==> src/rtl/cipher_in_packer_if.sv <==
// cipher_in_packer_if: Avalon-MM slave port plus the valid/ready block handshake toward the cipher core.
interface cipher_in_packer_if;
    logic [1:0]   address;
    logic         write;
    logic [31:0]  writedata;
    logic         read;
    logic [31:0]  readdata;
    logic         waitrequest;
    logic         blk_valid;
    logic         blk_ready;
    logic [127:0] blk_text;
    logic [127:0] blk_key;
    modport master (output address, write, writedata, read, blk_ready,
                    input readdata, waitrequest, blk_valid, blk_text, blk_key);
    modport slave (input address, write, writedata, read, blk_ready,
                   output readdata, waitrequest, blk_valid, blk_text, blk_key);
endinterface

==> src/rtl/cipher_in_packer.sv <==
// cipher_in_packer: packs 32-bit Avalon writes into {key,text} blocks and queues them in a DEPTH-entry FIFO.
// Optional KEY_REUSE_EN: a text-only commit reuses the key of the last pushed block.
module cipher_in_packer #(
    parameter int DEPTH = 2
) (
    input logic clk,
    input logic reset,
    cipher_in_packer_if.slave bus
);
    localparam int AW = $clog2(DEPTH);
    typedef enum logic [1:0] {LD_TEXT, LD_KEY, ARMED, STALL} state_t;
    state_t state, state_nx;
    logic [3:0] wr_cnt, wr_cnt_nx;
    logic [127:0] text, key, push_key;
    logic err, ovf, rd_phase, wait_c;
    logic [255:0] mem [DEPTH];
    logic [AW-1:0] wptr, rptr;
    logic [AW:0] count;
    logic full, empty, pop, push, wr_acc, data_wr, ctl_wr, abort, commit, reuse, commit_ok;
    logic [31:0] status;
    logic unused;
    assign unused = ^bus.writedata[31:2];
    assign empty = count == '0;
    assign full = count == (AW+1)'(DEPTH);
    assign pop = !empty && bus.blk_ready;
    assign wait_c = (state == STALL && !pop) || (bus.read && !rd_phase);
    assign wr_acc = bus.write && !wait_c;
    assign data_wr = wr_acc && bus.address == 2'd0 && state != STALL;
    assign ctl_wr = wr_acc && bus.address == 2'd1 && state != STALL;
    assign abort = ctl_wr && bus.writedata[0];
    assign commit = ctl_wr && !bus.writedata[0];
    assign commit_ok = state == ARMED || reuse;
    assign status = {16'b0, 8'(count), ovf, err, full, empty, wr_cnt};
    assign bus.waitrequest = wait_c;
    assign bus.blk_valid = !empty;
    assign bus.blk_text = empty ? '0 : mem[rptr][127:0];
    assign bus.blk_key = empty ? '0 : mem[rptr][255:128];
`ifdef KEY_REUSE_EN
    logic [127:0] last_key;
    assign reuse = commit && state == LD_KEY && wr_cnt == 4'd4;
    assign push_key = reuse ? last_key : key;
    always_ff @(posedge clk or negedge reset)
        if (!reset) last_key <= '0;
        else if (push) last_key <= push_key;
`else
    assign reuse = 1'b0;
    assign push_key = key;
`endif
    always_comb begin
        state_nx = state;
        wr_cnt_nx = wr_cnt;
        push = 1'b0;
        if (state == STALL) begin
            push = pop;
            state_nx = pop ? LD_TEXT : STALL;
            wr_cnt_nx = pop ? 4'd0 : wr_cnt;
        end else if (abort) begin
            state_nx = LD_TEXT;
            wr_cnt_nx = 4'd0;
        end else if (commit) begin
            push = commit_ok && (!full || pop);
            state_nx = (commit_ok && !push) ? STALL : LD_TEXT;
            wr_cnt_nx = (commit_ok && !push) ? wr_cnt : 4'd0;
        end else if (data_wr && !wr_cnt[3]) begin
            wr_cnt_nx = wr_cnt + 4'd1;
            state_nx = wr_cnt_nx[3] ? ARMED : wr_cnt_nx[2] ? LD_KEY : LD_TEXT;
        end
    end
    always_ff @(posedge clk or negedge reset)
        if (!reset) begin
            state <= LD_TEXT;
            wr_cnt <= '0;
            text <= '0;
            key <= '0;
            err <= 1'b0;
            ovf <= 1'b0;
            rd_phase <= 1'b0;
            bus.readdata <= '0;
            wptr <= '0;
            rptr <= '0;
            count <= '0;
        end else begin
            state <= state_nx;
            wr_cnt <= wr_cnt_nx;
            if (data_wr && wr_cnt[3:2] == 2'b00) text[{wr_cnt[1:0], 5'd0} +: 32] <= bus.writedata;
            if (data_wr && wr_cnt[3:2] == 2'b01) key[{wr_cnt[1:0], 5'd0} +: 32] <= bus.writedata;
            // a stalled text-only commit must later push the reused key
            if (reuse) key <= push_key;
            if (data_wr && wr_cnt[3]) ovf <= 1'b1;
            if (commit && !commit_ok) err <= 1'b1;
            if (abort && bus.writedata[1]) begin
                err <= 1'b0;
                ovf <= 1'b0;
            end
            rd_phase <= bus.read && !rd_phase;
            if (bus.read && !rd_phase) bus.readdata <= bus.address == 2'd2 ? status : '0;
            if (push) wptr <= wptr + 1'b1;
            if (pop) rptr <= rptr + 1'b1;
            count <= count + (AW+1)'(push) - (AW+1)'(pop);
        end
    always_ff @(posedge clk)
        if (push) mem[wptr] <= {push_key, text};
endmodule

==> src/flat_wrapper.sv <==
// flat-port wrapper written by rule: the top's interface ports become plain ports
module cipher_in_packer_flat 
#(
    parameter int DEPTH = 2
)
  (clk, reset, bus_address, bus_write, bus_writedata, bus_read, bus_blk_ready, bus_readdata, bus_waitrequest, bus_blk_valid, bus_blk_text, bus_blk_key);
  cipher_in_packer_if bus_i ();
  input logic clk;
  input logic reset;
  input wire logic [$bits(bus_i.address)-1:0] bus_address;
  input wire logic [$bits(bus_i.write)-1:0] bus_write;
  input wire logic [$bits(bus_i.writedata)-1:0] bus_writedata;
  input wire logic [$bits(bus_i.read)-1:0] bus_read;
  input wire logic [$bits(bus_i.blk_ready)-1:0] bus_blk_ready;
  output wire logic [$bits(bus_i.readdata)-1:0] bus_readdata;
  output wire logic [$bits(bus_i.waitrequest)-1:0] bus_waitrequest;
  output wire logic [$bits(bus_i.blk_valid)-1:0] bus_blk_valid;
  output wire logic [$bits(bus_i.blk_text)-1:0] bus_blk_text;
  output wire logic [$bits(bus_i.blk_key)-1:0] bus_blk_key;
  assign bus_i.address = bus_address;
  assign bus_i.write = bus_write;
  assign bus_i.writedata = bus_writedata;
  assign bus_i.read = bus_read;
  assign bus_i.blk_ready = bus_blk_ready;
  assign bus_readdata = bus_i.readdata;
  assign bus_waitrequest = bus_i.waitrequest;
  assign bus_blk_valid = bus_i.blk_valid;
  assign bus_blk_text = bus_i.blk_text;
  assign bus_blk_key = bus_i.blk_key;
  cipher_in_packer #(.DEPTH(DEPTH)) u_core (.clk(clk), .reset(reset), .bus(bus_i));
endmodule
==> config.mk <==
export PLATFORM = sky130hd
export DESIGN_NAME = cipher_in_packer_flat
export DESIGN_NICKNAME = d
export VERILOG_FILES = /design/src/rtl/cipher_in_packer_if.sv /design/src/rtl/cipher_in_packer.sv /design/src/flat_wrapper.sv
export SDC_FILE = /design/constraint.sdc
export NUM_CORES = 1
export LEC_CHECK = 0
export CAP_MARGIN = 20
export CORE_UTILIZATION = 56
export CTS_CLUSTER_DIAMETER = 80
export DETAILED_ROUTE_END_ITERATION = 10
export PLACE_DENSITY = 0.89
export SYNTH_ARGS = -nofsm -noshare
export SYNTH_HDL_FRONTEND = slang
export SYNTH_SLANG_ARGS = --single-unit
==> constraint.sdc <==
create_clock -name clk -period 15.45 [get_ports clk]
set_input_delay 4.635 -clock clk [delete_from_list [all_inputs] [get_ports clk]]
set_output_delay 4.635 -clock clk [all_outputs]
set_load 0.005 [all_outputs]
# [After elaboration in Yosys (flattened, before gate mapping)]
# Memory sizes are Yosys's and may differ from the RTL's.
# Cells that the tools add are included.
[word_totals] in_bits=39 n_memories=1 elab_cells=93 ff_bits=301 ramBits=512 output_inout_bits=290
[classes] shift=2 addsub=6 n_eq_ne=9 reduce_logical=36 muxes=28
[memory_table] name="u_core.mem" words=2 width=256 read_ports=1 rd_clocked_by_memory_dff=0 write_ports=1 line_no="cipher_in_packer.sv:16" text="logic [255:0] mem [DEPTH];"
[op_table] cell="$bwmux W128" count=2
[op_table] cell="$mux W128" count=2
[op_table] cell="$shift A32 B9 Y128 const A" count=1
[op_table] cell="$shiftx A32 B9 Y128" count=1
[op_table] cell="$mux W4" count=6
[op_table] cell="$logic_and A1 B1 Y1" count=18
[op_table] cell="$mux W2" count=7
[op_table] cell="$mux W1" count=10
[op_table] cell="$mux W10" count=1
[op_table] cell="$logic_not A1 Y1" count=9
[op_table] cell="$neg A7 Y9" count=1
[op_table] cell="$eq A2 B2 Y1 const B" count=4
[op_table] cell="$logic_not A2 Y1" count=3
[op_table] cell="$add A4 B1 Y4 const B" count=1
[op_table] cell="$eq A2 B1 Y1 const B" count=2
[op_table] cell="$ne A4 B3 Y1 const B" count=1
[op_table] cell="$reduce_bool A2 Y1" count=2
[op_table] cell="$reduce_bool A4 Y1" count=1
[op_table] cell="$reduce_and A3 Y1" count=1
[op_table] cell="$add A1 B1 Y1 const B" count=2
[op_table] cell="$add A2 B1 Y2" count=1
[op_table] cell="$logic_or A1 B1 Y1" count=2
[op_table] cell="$ne A2 B1 Y1 const B" count=1
[op_table] cell="$ne A2 B2 Y1 const B" count=1
[op_table] cell="$sub A2 B1 Y2" count=1

# [Logic depth before layout (Yosys ltp)]
# Gate-level depths: netlist of the first run.
[logic_depth] word_depth=16 depth_mapped=9 ltp_nobuf=6

# [Worst setup path after synthesis of the first run]
# OpenSTA, ideal clock, no wires.
[synth_timing] kind="input-to-reg" start="input port bus_address[1]" end="memory u_core.mem[0][0], enable pin" t_required_ns=14.571 path_buffers=0 t_arrival_ns=16.051 cell_stages=4 setup_ns=0.879 path_slack_ns=-1.480 path_cell_list="and2b_2 -> and4b_1 -> o221ai_1 -> nor2_1"
[synth_between] elab_chain_cells=9 elab_cells_between_ends=10 classes_between="eq/ne (1); mux (5); reduce/logical (4)"
[synth_rtl] item="start, declared" line_no="flat_wrapper.sv:10" text="input wire logic [$bits(bus_i.address)-1:0] bus_address;"
[synth_rtl] item="$eq A2 B1 Y1 (*)" line_no="cipher_in_packer.sv:29" text="assign ctl_wr = wr_acc && bus.address == 2'd1 && state != STALL;"
[synth_rtl] item="$logic_and A1 B1 Y1 (*) (2 in series)" line_no="cipher_in_packer.sv:29"
[synth_rtl] item="$logic_and A1 B1 Y1" line_no="cipher_in_packer.sv:31" text="assign commit = ctl_wr && !bus.writedata[0];"
[synth_rtl] item="$mux W1" line_no="cipher_in_packer.sv:60" text="end else if (commit) begin"
[synth_rtl] item="$mux W1 (*)" line_no="cipher_in_packer.sv:57" text="end else if (abort) begin"
[synth_rtl] item="$mux W1 (*)" line_no="cipher_in_packer.sv:53" text="if (state == STALL) begin"
[synth_rtl] item="$mux W1 (*)" line_no="cipher_in_packer.sv:102" text="if (push) mem[wptr] <= {push_key, text};"
[synth_rtl] item="$mux W1 (implied by the code) (*)" line_no="cipher_in_packer.sv:102"
[synth_rtl] item="end, declared" line_no="cipher_in_packer.sv:16"
# Mark *: on every way between the ends. The rest lies on a longest branch, timed or not.

# [Worst setup path after layout of the first run]
[layout_timing] start="input port bus_read" end="output port bus_waitrequest"
[layout_between] elab_chain_cells=2
[layout_rtl] item="start, declared" line_no="flat_wrapper.sv:13" text="input wire logic [$bits(bus_i.read)-1:0] bus_read;"
[layout_rtl] item="$logic_and A1 B1 Y1" line_no="cipher_in_packer.sv:26" text="assign wait_c = (state == STALL && !pop) || (bus.read && !rd_phase);"
[layout_rtl] item="$logic_or A1 B1 Y1" line_no="cipher_in_packer.sv:26"
[layout_rtl] item="end, declared" line_no="flat_wrapper.sv:16" text="output wire logic [$bits(bus_i.waitrequest)-1:0] bus_waitrequest;"
# No other way between the ends.

==> results.py, run 1 <==
metrics = {
    "placement": {
        "pre_cts_slack_ns": 4.56,
        "port_buffers": 306,
        "dp_hpwl_um": 43200,
        "gp_congestion": 0.817,
    },
    "synth": {
        "synth_cell_types": 49,
        "synthTopCellsByArea": "edfxtp_1 50%, dfrtp_1 22%, mux2i_1 8.3%",
        "yosys-top-cells-count": "512 x edfxtp_1, 279 x dfrtp_1, 263 x nor2_1, 257 x mux2i_1, 183 x mux2_2",
        "synthArstFlopShare_pct": 35.3,
        "netlist.area_leader.share_pct": 49.5,
        "ys_seq_elements": 791,
        "synth_ff_type": "edfxtp_1",
        "synth_edf_count": 512,
        "synth.avg_cell_area_um2": 15.3,
        "ys_seq_area_share_pct": 72.0,
        "ys_warn_count": 0,
        "synth.largest_area_cell": "edfxtp_1",
        "synth_cells": 2027,
        "post-synth-top-count-cell": "edfxtp_1",
        "synth_area_um2": 31000,
    },
    "global_route": {
        "grt_max_degree": 172,
        "grt_pass1_vias": 18300,
        "grtUsageMet1_pct": 33.3,
        "grt_util_all_layers_pct": 26.1,
        "use_met2_pct": 45.2,
        "antenna_found_initial": 1,
        "grt_busiest_layer": "met2",
        "grt_first_pass_wirelength_um": 110000,
        "met3_usage_pct": 4.68,
        "grt_overflow": 0,
    },
    "sta": {
        "worst_pin_slew_ns": 1.11,
        "period_needed_ns": 10.93,
        "skew_ns": 0.0188,
        "finalHoldViolations": 0,
        "layout_setup_ws_ns": 4.52,
        "slew_headroom_pct": 25.9,
        "fin_crit_sh_pct": 70.7,
        "setup_violations": 0,
        "max_freq_ghz": 0.0915,
        "rsz0062_at_grt": "no",
        "drv_slew": 0,
    },
    "pwr": {
        "totalPowerFinal_mw": 6.53,
        "p_per_area_nw_per_um2": 176,
        "irDropWorstVdd_mv": 0.131,
        "p_leak_nw": 14.9,
    },
    "cts": {
        "cts.sinks": 791,
        "root_buffer": "clkbuf_16",
        "clk_path_buf_depth": 3,
        "worstSkewPairLatency_ns": 0.61,
        "cts_setup_buffers": 0,
        "cts-hold-fix-buffers": 0,
        "ctsResizeCount": 0,
        "cts_tree": "yes",
        "path_clk_slew_ns": 0.06,
        "cts_buffers": 78,
        "cts_max_level": 3,
    },
    "layout": {
        "regArea_um2": 22400,
        "layout.nets": 2374,
        "layout-drive-gt1-share_pct": 14.4,
        "fillers": 3465,
        "flow.area_growth_from_synthesis_pct": 19.7,
        "multi_input_area_um2": 7930,
    },
    "drt": {
        "vias": 17700,
        "final_antenna_net_count": 0,
        "wire_per_inst_um": 23.3,
        "routed_wl_um": 72800,
        "dr.pass1.iters": 5,
        "viasPerCell": 5.65,
        "drcViolationCount": 0,
        "drt_iter0_markers": 1556,
    },
    "floorplan": {
        "die_h_um": 237,
        "core_um2": 54300,
        "start_util_pct": 57.1,
        "die-area_um2": 56400,
        "io_pins": 329,
        "rows": 85,
        "die_x_um": 237,
    },
    "job": {
        "max_cap_violations": 0,
    },
    "status": {
        "status": "complete, no violations",
    },
    "critical_path": {
        "start_kind": "input port",
        "cp-end-kind": "output pin",
        "worstPathRequired_ns": 10.82,
        "worstSetupPathType": "in2out",
        "path_max_fanout": 19,
        "arrival_ns": 6.29,
    },
    "min_path": {
        "holdCritPathClass": "reg2reg",
    },
}
==> cell families after synthesis <==
| kind of cell | count (synthesis) | share of synthesized area (%) |
|---|---|---|
| AO/OA/AOI/OAI | 94 | 1.73 |
| AND/OR/NAND/NOR | 503 | 7.61 |
| XOR/XNOR | 7 | 0.197 |
| adder cells (fa/ha/maj) | 7 | 0.282 |
| buffers and inverters | 174 | 2.86 |
| multiplexers | 450 | 15.3 |
| flip-flops | 791 | 72.0 |
| other | 1 | 0.0121 |
==> placed cells by master (no fill, tap or decap), types with 10 or more instances in the layout <==
master,n
edfxtp_1,512
clkdlybuf4s50_1,305
dfrtp_1,278
nor2_1,260
mux2i_1,257
mux2_2,183
and2_1,97
clkbuf_16,79
nand2_1,74
o21ai_0,72
inv_1,41
nand3_1,39
clkbuf_1,28
buf_4,24
conb_1,22
mux2_1,10
clkbuf_8,10
clkinv_2,10
==> path summary, 6_finish.rpt <==
kind / cells past startpoint / slack (ns) / end / start
worst max register to register: 6 / 11.77 / u_core.mem[0][174]$_DFFE_PP_ / u_core.rd_phase$_DFF_PN0_
worst max-delay path: 4 / 4.52 / bus_waitrequest / bus_read
max in group asynchronous: 3 / 9.30 / u_core.text[66]$_DFFE_PN0P_ / reset
min in group asynchronous: 1 / 4.05 / u_core.text[57]$_DFFE_PN0P_ / reset
worst min register to register: 0 / 0.46 / u_core.mem[1][193]$_DFFE_PP_ / u_core.key[65]$_DFFE_PN0P_
worst min-delay path: 0 / 0.46 / u_core.mem[1][193]$_DFFE_PP_ / u_core.key[65]$_DFFE_PN0P_
==> area by class of cell <==
class | count | area share, %
antenna | 1 | 0.00673
clock buffer | 117 | 5.97
clock inverter | 26 | 0.710
inverter | 41 | 0.414
multi-input combinational | 1083 | 21.3
sequential | 791 | 60.2
tap | 739 | 2.49
timing repair buffer | 333 | 8.92
==> layer usage <==
metal	vias up	share of wire (%)
met4	0	2.7
met1	9053	39
met5	-	0
met3	121	6.5
li1	7801	-
met2	724	52
==> critical path: stages <==
cell and delay [ns]:
clkdlybuf4s50_1 0.40, nand2b_1 0.51, o21ai_0 0.23, clkdlybuf4s50_1 0.51
==> stage by stage <==
| step | instance area [µm²] | util, % | hold slack, ns | setup TNS [ns] | std cells |
|---|---|---|---|---|---|
| after floorplan | 31100 | - | 0.435 | -757.77 | 2048 |
| after global placement | 34700 | 63.8 | 0.441 | 0 | 2986 |
| after detailed placement | 34700 | 63.8 | 0.454 | 0 | 2986 |
| after CTS | 37100 | 68.3 | 0.460 | 0 | 3129 |
| after global routing | 37200 | 68.4 | 0.473 | 0 | 3130 |
| final | 37200 | 68.4 | 0.456 | 0 | 3131 |
==> report_power, final <==
| part | switching [mW] | internal (mW) | total (mW) |
|---|---|---|---|
| Combinational | 0.995 | 0.996 | 1.99 |
| Clock | 0.782 | 1.06 | 1.85 |
| Sequential | 0.173 | 2.52 | 2.69 |
==> state kept, by name, indices dropped and copies added, names as in the netlist <==
name,count
u_core.wptr,1
u_core.key,128
u_core.bus.readdata,10
u_core.text,128
u_core.mem,512
u_core.state,2
u_core.count,2
u_core.wr_cnt,4
u_core.rd_phase,1
u_core.rptr,1
u_core.err,1
u_core.ovf,1
Power figures use the tool's default switching activity.
==> run 2, diff against run 1 <==
Clock period 15.45 ns to 10.3 ns, I/O delays scaled along.
==> run 2 against run 1 <==
Net effect:
- via count hardly changed
- worst setup slack worse by 2.0 ns
- count of clock-buffer cells in the layout is 14 lower
- hold slack better by 0.0068 ns
- sequential share of layout area about the same
- final area barely moved
- combinational power increased by 51%
==> results.py, run 2 (same netlist as run 1, synthesis figures left out) <==
metrics = {
    "pwr": {
        "clkPwrFrac_pct": 28.2,
        "p_seq_share_pct": 41.1,
        "p_leak_nw": 14.9,
        "irDropWorstVdd_mv": 0.248,
        "power.share.switching_pct": 29.7,
        "p_comb_share_pct": 30.7,
        "p_int_mw": 6.87,
        "p_per_area_nw_per_um2": 263,
        "totalPowerFinal_mw": 9.77,
        "p_sw_mw": 2.90,
    },
    "layout": {
        "layout-drive-gt1-share_pct": 14.5,
        "largest_reg_flops": 512,
        "largestRegisters": "u_core.mem: 512 flops, u_core.key: 128 flops, u_core.text: 128 flops",
        "layout_commonest_cell": "edfxtp_1",
        "finalInstanceArea_um2": 37200,
        "largest_register": "u_core.mem",
        "final_cell_mix": "512 x edfxtp_1, 305 x clkdlybuf4s50_1, 278 x dfrtp_1, 260 x nor2_1, 257 x mux2i_1",
        "layout.nets": 2373,
        "finalNonFillerCells": 3128,
        "num_antenna_cells": 0,
        "flow.area_growth_from_synthesis_pct": 19.8,
    },
    "cts": {
        "worstSkewPairLatency_ns": 0.62,
        "ctsResizeCount": 0,
        "cts_max_level": 3,
        "root_buffer": "clkbuf_16",
        "cts_setup_buffers": 0,
        "cts-hold-fix-buffers": 0,
        "path_clk_slew_ns": 0.06,
        "cts_buffers": 76,
        "cts.sinks": 791,
        "clk_path_buf_depth": 3,
        "cts_tree": "yes",
    },
    "floorplan": {
        "core_um2": 54300,
        "io_pins": 329,
        "die-area_um2": 56400,
        "start_util_pct": 57.1,
        "rows": 85,
        "die_x_um": 237,
        "die_h_um": 237,
    },
    "drt": {
        "drt_iter0_markers": 1490,
        "routed_wl_um": 72200,
        "drcViolationCount": 0,
        "final_antenna_net_count": 0,
        "vias": 17700,
        "wire_per_inst_um": 23.1,
        "viasPerCell": 5.66,
        "dr.pass1.iters": 5,
    },
    "global_route": {
        "grt_pass1_vias": 18400,
        "grt_util_all_layers_pct": 25.8,
        "grt_overflow": 0,
        "grt_first_pass_wirelength_um": 109000,
        "grt_max_degree": 141,
        "antenna_found_initial": 3,
    },
    "critical_path": {
        "r2r_slack_ns": 6.36,
        "critPathTopFamily": "buffers and inverters",
        "r2r-end": "u_core.mem[1][179]$_DFFE_PP_",
        "worstPathCellList": "clkdlybuf4s50_1 > nand2b_1 > o21ai_0 > clkdlybuf4s50_1",
        "worstPathRequired_ns": 7.21,
        "cpMaxStageDelayCell": "nand2b_1",
        "worstSetupPathType": "in2out",
        "path_max_fanout": 19,
        "arrival_ns": 4.69,
        "cp-end-kind": "output pin",
        "reg2reg_from": "u_core.rd_phase$_DFF_PN0_",
        "cpPeakStageDelay_ns": 0.51,
        "critPathBufInv": 2,
        "reg2reg_depth": 6,
        "critPathLaunch": "bus_read",
        "start_kind": "input port",
        "critPathMostFrequentCell": "clkdlybuf4s50_1",
    },
    "status": {
        "status": "complete, no violations",
    },
    "sta": {
        "skew_ns": 0.0251,
        "drv_slew": 0,
        "finalHoldViolations": 0,
        "slew_headroom_pct": 22.9,
        "rsz0062_at_grt": "no",
        "max_freq_ghz": 0.128,
        "setup_violations": 0,
        "fin_crit_sh_pct": 75.6,
        "worst_pin_slew_ns": 1.16,
        "period_needed_ns": 7.78,
    },
    "placement": {
        "dpl.cell_count": 2986,
        "gp_congestion": 0.827,
        "port_buffers": 306,
        "dpl_cell_area_um2": 34700,
        "dp_hpwl_um": 43400,
    },
    "min_path": {
        "hp-start": "u_core.text[34]$_DFFE_PN0P_",
        "min_path_cells": 0,
        "holdCritPathClass": "reg2reg",
        "min_to": "u_core.mem[1][34]$_DFFE_PP_",
    },
    "job": {
        "max_cap_violations": 0,
    },
}
==> run 2: power by group through the flow <==
| stage | sequential (mW) | clock (mW) | combinational, mW |
|---|---|---|---|
| 2_1_floorplan | 3.98 | 0 | 1.47 |
| 3_3_place_gp | 4.02 | 0 | 2.92 |
| 3_5_place_dp | 4.06 | 0 | 2.98 |
| 4_1_cts | 4.01 | 2.79 | 3.02 |
| 5_1_grt | 4.04 | 2.92 | 3.19 |
| 6_report | 4.01 | 2.76 | 3.00 |
==> run 2: metal layers <==
| layer | vias up | part of all wire, % | GRT usage, % |
|---|---|---|---|
| li1 | 7781 | - | - |
| met1 | 8965 | 39 | 33.3 |
| met2 | 805 | 52 | 44.2 |
| met3 | 143 | 6.8 | 4.11 |
| met4 | 0 | 3.0 | 9.56 |
| met5 | - | 0 | 0 |
==> run 2: layout make-up <==
cell class	instances	area (µm²)
Tap cell	739	925
Multi-Input combinational cell	1083	7930
Clock buffer	103	2050
Clock inverter	37	403
Sequential cell	791	22400
Timing Repair Buffer	334	3360
Inverter	41	154
Fill cell	3469	17200
==> run 2: worst max path at each step <==
stage / endpoint / slack [ns] / cells after the start
3_5_place_dp: bus_waitrequest / 2.55 / 4
4_1_cts: bus_waitrequest / 2.53 / 4
5_1_grt: bus_waitrequest / 2.41 / 4
2_1_floorplan: u_core.mem[0][0]$_DFFE_PP_ / -0.75 / 4
6_report: bus_waitrequest / 2.52 / 4
3_3_place_gp: bus_waitrequest / 2.55 / 4
==> run 2: stage by stage <==
step / hold WS [ns] / worst slack, ns / util (%) / setup TNS [ns]
after global routing: 0.478 / 2.41 / 68.4 / 0
after floorplan: 0.435 / -0.747 / - / -382.18
after CTS: 0.463 / 2.53 / 68.3 / 0
after global placement: 0.444 / 2.55 / 63.8 / 0
final: 0.463 / 2.52 / 68.4 / 0
after detailed placement: 0.452 / 2.55 / 63.8 / 0
